--- src/rtl/vid_pkg.sv ---
// ---------------------------------------------------------------------------
// vid_pkg
//   Shared encodings for the video test-pattern blocks.
//   mode_t  : pattern selector carried on the 2-bit mode port.
//   state_t : frame sequencer states.
// ---------------------------------------------------------------------------
package vid_pkg;

  typedef enum logic [1:0] {
    MODE_SOLID = 2'd0,  // every channel carries the fill colour
    MODE_HRAMP = 2'd1,  // every channel carries x
    MODE_VRAMP = 2'd2,  // every channel carries y
    MODE_CHECK = 2'd3   // 8x8 checkerboard, all-ones / all-zeros tiles
  } mode_t;

  typedef enum logic {
    ST_IDLE = 1'b0,
    ST_RUN  = 1'b1
  } state_t;

  // Coordinate bit that selects the checkerboard tile (tiles are 8 pixels).
  localparam int CHECK_BIT = 3;

endpackage

--- src/rtl/raster_counter.sv ---
// ---------------------------------------------------------------------------
// raster_counter
//   Raster-order x/y coordinate counter for one frame.
//   clk, resetn     : clock, asynchronous active-low reset
//   en              : advance one pixel (x first, then y)
//   clear           : return to (0,0); has priority over en
//   width, height   : frame dimensions (both assumed >= 1 while counting)
//   x, y            : current coordinate
//   line_end        : x is the last pixel of the line
//   frame_end       : coordinate is the last pixel of the frame
// ---------------------------------------------------------------------------
module raster_counter
  import vid_pkg::*;
#(
  parameter int C_RESO_WIDTH = 10
) (
  input  logic                    clk,
  input  logic                    resetn,
  input  logic                    en,
  input  logic                    clear,
  input  logic [C_RESO_WIDTH-1:0] width,
  input  logic [C_RESO_WIDTH-1:0] height,
  output logic [C_RESO_WIDTH-1:0] x,
  output logic [C_RESO_WIDTH-1:0] y,
  output logic                    line_end,
  output logic                    frame_end
);

  localparam logic [C_RESO_WIDTH-1:0] ONE = C_RESO_WIDTH'(1);

  always_comb begin
    line_end  = (x == width - ONE);
    frame_end = line_end && (y == height - ONE);
  end

  // NOTE: clocked state is always written with <= so every register samples
  // the pre-edge values of the others, independent of statement order.
  always_ff @(posedge clk or negedge resetn) begin
    if (!resetn) begin
      x <= '0;
      y <= '0;
    end else if (clear) begin
      x <= '0;
      y <= '0;
    end else if (en) begin
      if (line_end) begin
        x <= '0;
        y <= frame_end ? '0 : y + ONE;
      end else begin
        x <= x + ONE;
      end
    end
  end

endmodule

--- src/rtl/stream_pattern_gen.sv ---
// ---------------------------------------------------------------------------
// stream_pattern_gen
//   AXI4-Stream video test-pattern generator. A frame starts on fsync with
//   the configuration sampled in that cycle and streams width*height beats
//   in raster order. fsync during a frame aborts it and restarts at (0,0).
//
//   clk, resetn         : clock, asynchronous active-low reset
//   fsync               : single-cycle frame start / restart request
//   m_width, m_height   : frame size, sampled on fsync (0 = ignore request)
//   mode, color         : pattern select and solid fill, sampled on fsync
//   m_axis_t*           : AXI4-Stream master (tuser = start of frame,
//                         tlast = end of line)
//   busy                : high while a frame is being streamed
//   frame_done          : one-cycle pulse after the last beat is accepted
//   frame_cnt           : completed-frame counter, wraps at 16 bits
//
//   Channel n occupies C_CHn_WIDTH bits of tdata, packed upward from bit 0;
//   tdata bits above the channels are always zero.
// ---------------------------------------------------------------------------
module stream_pattern_gen
  import vid_pkg::*;
#(
  parameter int C_PIXEL_WIDTH = 8,
  parameter int C_RESO_WIDTH  = 10,
  parameter int C_CH0_WIDTH   = 8,
  parameter int C_CH1_WIDTH   = 0,
  parameter int C_CH2_WIDTH   = 0
) (
  input  logic                     clk,
  input  logic                     resetn,
  input  logic                     fsync,
  input  logic [C_RESO_WIDTH-1:0]  m_width,
  input  logic [C_RESO_WIDTH-1:0]  m_height,
  input  logic [1:0]               mode,
  input  logic [C_PIXEL_WIDTH-1:0] color,
  output logic                     m_axis_tvalid,
  output logic [C_PIXEL_WIDTH-1:0] m_axis_tdata,
  output logic                     m_axis_tuser,
  output logic                     m_axis_tlast,
  input  logic                     m_axis_tready,
  output logic                     busy,
  output logic                     frame_done,
  output logic [15:0]              frame_cnt
);

  localparam int PW = C_PIXEL_WIDTH;
  localparam int RW = C_RESO_WIDTH;
  localparam int EW = PW + RW;  // coordinate zero-extended past any shift

  localparam int CH0_LO = 0;
  localparam int CH1_LO = C_CH0_WIDTH;
  localparam int CH2_LO = C_CH0_WIDTH + C_CH1_WIDTH;

  localparam logic [RW-1:0] ONE = RW'(1);

  // Bit mask covering w bits starting at lo (w = 0 gives an empty mask).
  function automatic logic [PW-1:0] field_mask(input int lo, input int w);
    return PW'(((64'd1 << w) - 64'd1) << lo);
  endfunction

  localparam logic [PW-1:0] CH0_MASK = field_mask(CH0_LO, C_CH0_WIDTH);
  localparam logic [PW-1:0] CH1_MASK = field_mask(CH1_LO, C_CH1_WIDTH);
  localparam logic [PW-1:0] CH2_MASK = field_mask(CH2_LO, C_CH2_WIDTH);
  localparam logic [PW-1:0] ALL_MASK = CH0_MASK | CH1_MASK | CH2_MASK;

  // Copy the low bits of a coordinate into every present channel; the mask
  // drops coordinate bits beyond the channel width, so ramps wrap.
  function automatic logic [PW-1:0] ramp(input logic [EW-1:0] c);
    return (PW'(c << CH0_LO) & CH0_MASK) |
           (PW'(c << CH1_LO) & CH1_MASK) |
           (PW'(c << CH2_LO) & CH2_MASK);
  endfunction

  function automatic logic [PW-1:0] pixel_value(input mode_t         m,
                                                input logic [PW-1:0] c,
                                                input logic [RW-1:0] px,
                                                input logic [RW-1:0] py);
    logic [PW-1:0] v;
    v = '0;
    case (m)
      MODE_SOLID: v = c & ALL_MASK;
      MODE_HRAMP: v = ramp({{PW{1'b0}}, px});
      MODE_VRAMP: v = ramp({{PW{1'b0}}, py});
      MODE_CHECK: v = (px[CHECK_BIT] ^ py[CHECK_BIT]) ? ALL_MASK : '0;
      default:    v = '0;
    endcase
    return v;
  endfunction

  state_t          state_q, state_d;
  logic [RW-1:0]   width_q, height_q;
  mode_t           mode_q, mode_in;
  logic [PW-1:0]   color_q;

  logic [RW-1:0]   x, y, x_nxt, y_nxt;
  logic            line_end, frame_end;
  logic            cfg_ok, start, accept, cnt_en;

  always_comb begin
    mode_in = mode_t'(mode);
    cfg_ok  = (m_width != '0) && (m_height != '0);
    start   = fsync && cfg_ok;
    accept  = m_axis_tvalid && m_axis_tready;
    // fsync overrides an accept in the same cycle, so the counter only moves
    // on a plain accept.
    cnt_en  = (state_q == ST_RUN) && accept && !fsync;
    // Coordinate of the beat that follows the one currently on the bus; the
    // output registers are loaded from it so tdata is ready one cycle early.
    x_nxt   = line_end ? '0 : x + ONE;
    y_nxt   = line_end ? y + ONE : y;
  end

  raster_counter #(
    .C_RESO_WIDTH (RW)
  ) u_raster (
    .clk       (clk),
    .resetn    (resetn),
    .en        (cnt_en),
    .clear     (start),
    .width     (width_q),
    .height    (height_q),
    .x         (x),
    .y         (y),
    .line_end  (line_end),
    .frame_end (frame_end)
  );

  always_ff @(posedge clk or negedge resetn) begin
    if (!resetn) state_q <= ST_IDLE;
    else         state_q <= state_d;
  end

  // NOTE: every variable assigned here gets its default first, so no path
  // through the block leaves it unassigned and no latch is inferred.
  always_comb begin
    state_d = state_q;
    case (state_q)
      ST_IDLE: if (start) state_d = ST_RUN;
      ST_RUN: begin
        // A request with a zero dimension still aborts the running frame.
        if (fsync)                    state_d = cfg_ok ? ST_RUN : ST_IDLE;
        else if (accept && frame_end) state_d = ST_IDLE;
      end
      default: state_d = ST_IDLE;
    endcase
  end

  always_ff @(posedge clk or negedge resetn) begin
    if (!resetn) begin
      width_q       <= '0;
      height_q      <= '0;
      mode_q        <= MODE_SOLID;
      color_q       <= '0;
      m_axis_tvalid <= 1'b0;
      m_axis_tdata  <= '0;
      m_axis_tuser  <= 1'b0;
      m_axis_tlast  <= 1'b0;
      busy          <= 1'b0;
      frame_done    <= 1'b0;
      frame_cnt     <= '0;
    end else begin
      frame_done <= 1'b0;
      busy       <= (state_d == ST_RUN);
      if (start) begin
        width_q       <= m_width;
        height_q      <= m_height;
        mode_q        <= mode_in;
        color_q       <= color;
        m_axis_tvalid <= 1'b1;
        m_axis_tdata  <= pixel_value(mode_in, color, '0, '0);
        m_axis_tuser  <= 1'b1;
        m_axis_tlast  <= (m_width == ONE);
      end else if (fsync) begin
        m_axis_tvalid <= 1'b0;
        m_axis_tuser  <= 1'b0;
        m_axis_tlast  <= 1'b0;
      end else if ((state_q == ST_RUN) && accept) begin
        m_axis_tuser <= 1'b0;
        if (frame_end) begin
          m_axis_tvalid <= 1'b0;
          m_axis_tlast  <= 1'b0;
          frame_done    <= 1'b1;
          frame_cnt     <= frame_cnt + 16'd1;
        end else begin
          m_axis_tdata <= pixel_value(mode_q, color_q, x_nxt, y_nxt);
          m_axis_tlast <= (x_nxt == width_q - ONE);
        end
      end
    end
  end

endmodule

--- config.mk ---
export PLATFORM = sky130hd
export DESIGN_NAME = stream_pattern_gen
export DESIGN_NICKNAME = d
export VERILOG_FILES = /design/src/rtl/vid_pkg.sv /design/src/rtl/raster_counter.sv /design/src/rtl/stream_pattern_gen.sv
export SDC_FILE = /design/constraint.sdc
export NUM_CORES = 1
export LEC_CHECK = 0
export ABC_AREA = 1
export CAP_MARGIN = 15
export CORE_ASPECT_RATIO = 1.5
export CORE_UTILIZATION = 55
export CTS_CLUSTER_SIZE = 14
export DETAILED_ROUTE_END_ITERATION = 10
export PLACE_DENSITY = 0.78
export SLEW_MARGIN = 20
export SYNTH_ARGS = -nofsm -noshare
export SYNTH_HDL_FRONTEND = slang
export SYNTH_HIERARCHICAL = 1
export SYNTH_SLANG_ARGS = --single-unit
--- constraint.sdc ---
create_clock -name clk -period 3.6 [get_ports clk]
set_input_delay 0.72 -clock clk [delete_from_list [all_inputs] [get_ports clk]]
set_output_delay 0.72 -clock clk [all_outputs]
set_load 0.02 [all_outputs]
==> impl_summary.log <==
[metrics] worst path required time: 3.82 ns
[metrics] Max Freq: 304.1 MHz
[metrics] type of element launching the critical path: flip-flop
[metrics] routed vias: 5,391
[metrics] Clock H-tree levels: 3
[metrics] post-synthesis cell type with the largest combined area: sky130_fd_sc_hd__dfrtp_1
[metrics] destination of the worst register-to-register timing path: m_axis_tdata[0]
[metrics] CTS Hold Buffers Added: 0
[metrics] syn nets: 869
[metrics] fillers: 900
[metrics] Multi-input gate area: 0.003168 mm²
[metrics] slew at the pin closest to its max-slew limit: 0.7410 ns
[metrics] critical path type: reg2reg
[metrics] routed via count divided by cell count: 5.327
[metrics] initial detailed-routing violation count: 352
[metrics] Initial Util: 56.25%
[metrics] crit path to: m_axis_tdata[0]
[metrics] count of different cell masters after synthesis: 39
[metrics] Sink Count: 79
[metrics] dpl hpwl: 10.81 mm
[metrics] CTS buffer count: 9
[metrics] number of instances in the placed design: 996
[metrics] shortest clock period the worst path allows after layout: 3.289 ns
[metrics] setup slack of the worst register-to-register path: 0.31 ns
[metrics] Worst-Skew Late Latency: 0.34 ns
[metrics] type of the most critical hold path: in2async
[metrics] die extent in y: 126.3 µm
[metrics] most frequent cells after synthesis: 235 x sky130_fd_sc_hd__nand2_1, 113 x sky130_fd_sc_hd__inv_1, 101 x sky130_fd_sc_hd__nor2_1
[metrics] number of optimization iterations in the first detailed-route pass: 9
[metrics] final clock skew: 0.005893 ns
[metrics] antenna-violating nets left: 0
[metrics] number of buffers between clock root and the deepest sink: 2
[metrics] number of port buffers: 62
[metrics] hold violation count in the final report: 0
[metrics] n_diodes: 0
[metrics] power per cell area: 366.2 mW/mm²
[metrics] wire length of the first global-routing pass: 23.91 mm
[metrics] gpl congestion: 0.9034
[metrics] layout cell share with drive strength beyond 1: 9.497%
[metrics] Routed WL: 14.46 mm
[metrics] most common cell in the netlist: sky130_fd_sc_hd__nand2_1
[metrics] Main synth FF type: sky130_fd_sc_hd__dfrtp_1
[metrics] total number of placement rows: 45
[metrics] portion of synthesized cell area occupied by the leading cell type: 34.87%
[metrics] Critical Path Source: width_q[0]
[metrics] average wire per standard cell: 14.29 µm
[metrics] die area: 0.01073 mm²
[metrics] max-cap violation count: 0
[metrics] num ports: 63
[metrics] synth top area cells: sky130_fd_sc_hd__dfrtp_1 35%, sky130_fd_sc_hd__nand2_1 16%, sky130_fd_sc_hd__inv_1 7.5%, sky130_fd_sc_hd__nor2_1 6.7%, sky130_fd_sc_hd__nand3_1 6.2%
[metrics] post-synthesis register bit count: 79
[metrics] GRT Total Usage: 28.29%
[metrics] Max FO, Critical Path: 14
[metrics] maximum number of pins on one net before global-route repair: 80
[metrics] Post-Route Setup TNS: 0 ns
[metrics] Reg-to-Reg Start: width_q[0]
[metrics] initial antenna violation count: 0
[metrics] horizontal die dimension: 84.90 µm
[metrics] cell area after synthesis: 0.005669 mm²
[metrics] Syn. warnings: 6
[metrics] category of the worst setup path capture point: flip-flop
[metrics] final layout net count: 932
[metrics] Gate Count Post-Synth: 827
[metrics] Area Overhead vs Synth: 17.72%
[metrics] data arrival time at the worst-slack endpoint: 3.51 ns
[metrics] via count of the first global-routing pass: 5,204
[metrics] fraction of the yosys area taken by sequential cells: 34.87%
[metrics] CTS clk-pin slew, worst paths: 0.06 ns
[metrics] number of pins exceeding their max-slew limit in the final report: 0
[metrics] footprint of the flip-flops and latches: 0.001977 mm²
[metrics] Final Cycle Share: 91.36%
[metrics] TritonCTS clock tree: done
[metrics] static leakage power: 3.365 nW
[metrics] core area: 0.01008 mm²
[metrics] mean area per synthesized cell: 6.855 µm²
[metrics] unrepaired setup endpoints after global routing: false
[metrics] share of async-settable or async-resettable flops after synthesis: 100.0%
[metrics] remaining global-route overflow: 0
[metrics] VDD IR-drop max: 0.3317 mV
[metrics] final routed DRC violation total: 0
[metrics] number of flops mapped to enable cells by yosys: 0
[metrics] number of cell instances on the worst register-to-register path: 21
[metrics] Setup violations, final: 0
[metrics] CTS root buf: sky130_fd_sc_hd__clkbuf_16
[metrics] status: complete, no violations
[metrics] Slew HR: 50.60%
[metrics] final cell count without fillers: 1,012
[critical path, stage by stage (launching register included)]
cell and delay [ns]:
sky130_fd_sc_hd__dfrtp_1 0.45, sky130_fd_sc_hd__inv_1 0.17, sky130_fd_sc_hd__ha_1 0.34, sky130_fd_sc_hd__inv_2 0.05, sky130_fd_sc_hd__nand2_1 0.09, sky130_fd_sc_hd__nand2_1 0.06
sky130_fd_sc_hd__nand2_1 0.06, sky130_fd_sc_hd__nand3_1 0.10, sky130_fd_sc_hd__nor2_1 0.14, sky130_fd_sc_hd__nand3_2 0.10, sky130_fd_sc_hd__nor2_4 0.10, sky130_fd_sc_hd__nand2_4 0.11
sky130_fd_sc_hd__clkinvlp_4 0.24, sky130_fd_sc_hd__clkinvlp_4 0.25, sky130_fd_sc_hd__nand2_1 0.13, sky130_fd_sc_hd__nor2_2 0.06, sky130_fd_sc_hd__inv_1 0.07, sky130_fd_sc_hd__nand2_1 0.06
sky130_fd_sc_hd__nand3b_2 0.15, sky130_fd_sc_hd__nand3_1 0.11, sky130_fd_sc_hd__o21ai_0 0.23, sky130_fd_sc_hd__a21oi_1 0.10
[stage by stage]
step | setup slack [ns] | util (%) | cell area, µm² | hold slack, ns | power (mW)
after floorplan | 0.7680 | - | 5669 | 0.4244 | 1.391
after global placement | 0.2248 | 63.33 | 6382 | 0.4587 | 1.566
after detailed placement | 0.1009 | 63.33 | 6382 | 0.4647 | 1.580
after CTS | 0.08809 | 66.11 | 6663 | 0.4829 | 2.455
after global routing | 0.03829 | 66.22 | 6674 | 0.4513 | 2.575
final | 0.3112 | 66.22 | 6674 | 0.3798 | 2.444
[what timing repair did]
action,CTS,global route
gates resized for setup,0,2
buffers inserted,0,0
endpoints found under the setup margin,0,9
[kinds of logic after synthesis]
family / Yosys count / share of synthesized area, %
compound gates: 86 / 8.585
simple gates: 480 / 39.20
buf+inv: 133 / 9.247
xor+xnor: 41 / 6.334
fa+ha+maj: 8 / 1.766
flops: 79 / 34.87
[routing by layer]
layer / vias to the layer above / GRT usage, % / share of wire [%]
met4: 0 / 12.96 / 3.7
met3: 30 / 4.359 / 3.5
met2: 126 / 51.79 / 52
li1: 2729 / - / -
met5: - / 0 / 0
met1: 2506 / 32.10 / 41
[cell type report]
| type | instances | area share (%) |
|---|---|---|
| clock buffer | 9 | 3.375 |
| tap | 117 | 2.193 |
| timing repair buffer | 65 | 9.655 |
| inverter | 120 | 6.862 |
| clock inverter | 7 | 0.8249 |
| sequential | 79 | 29.62 |
| multi-input combinational | 615 | 47.47 |
[cell usage in the layout (no fill, tap or decap), drive strengths merged, types with 4 or more instances in the layout]
cell,n
o21ai,63
inv,122
clkdlybuf4s50,61
nand4,17
clkbuf,9
nand3,76
xor2,31
a21oi,18
xnor2,10
nand2,255
nor2,115
buf,4
ha,8
dfrtp,79
nor3,11
[worst min path at each step]
| stage | from | end | slack [ns] | cells after the start |
|---|---|---|---|---|
| detailed placement | color_q[7] | color_q[7] | 0.46 | 2 |
| global placement | color_q[7] | color_q[7] | 0.46 | 2 |
| CTS | color_q[7] | color_q[7] | 0.48 | 2 |
| global route | resetn | width_q[7] | 0.45 | 1 |
| floorplan | resetn | busy | 0.42 | 0 |
| finish | resetn | width_q[3] | 0.38 | 1 |
[sequential cells by signal, summed over array words and instances (netlist names)]
| signal | cells |
|---|---|
| m_axis_tlast | 1 |
| color_q | 8 |
| m_axis_tdata | 8 |
| mode_q | 2 |
| m_axis_tvalid | 1 |
| u_raster/y | 10 |
| width_q | 10 |
| busy | 1 |
| frame_cnt | 16 |
| frame_done | 1 |
| u_raster/x | 10 |
| m_axis_tuser | 1 |
| height_q | 10 |
[report_power, final]
group,total (mW),switching [mW],internal (mW)
clock network,0.873,0.396,0.477
registers,1.04,0.0888,0.947
logic,0.536,0.326,0.210
No activity file was read; power rests on OpenSTA's default activity.
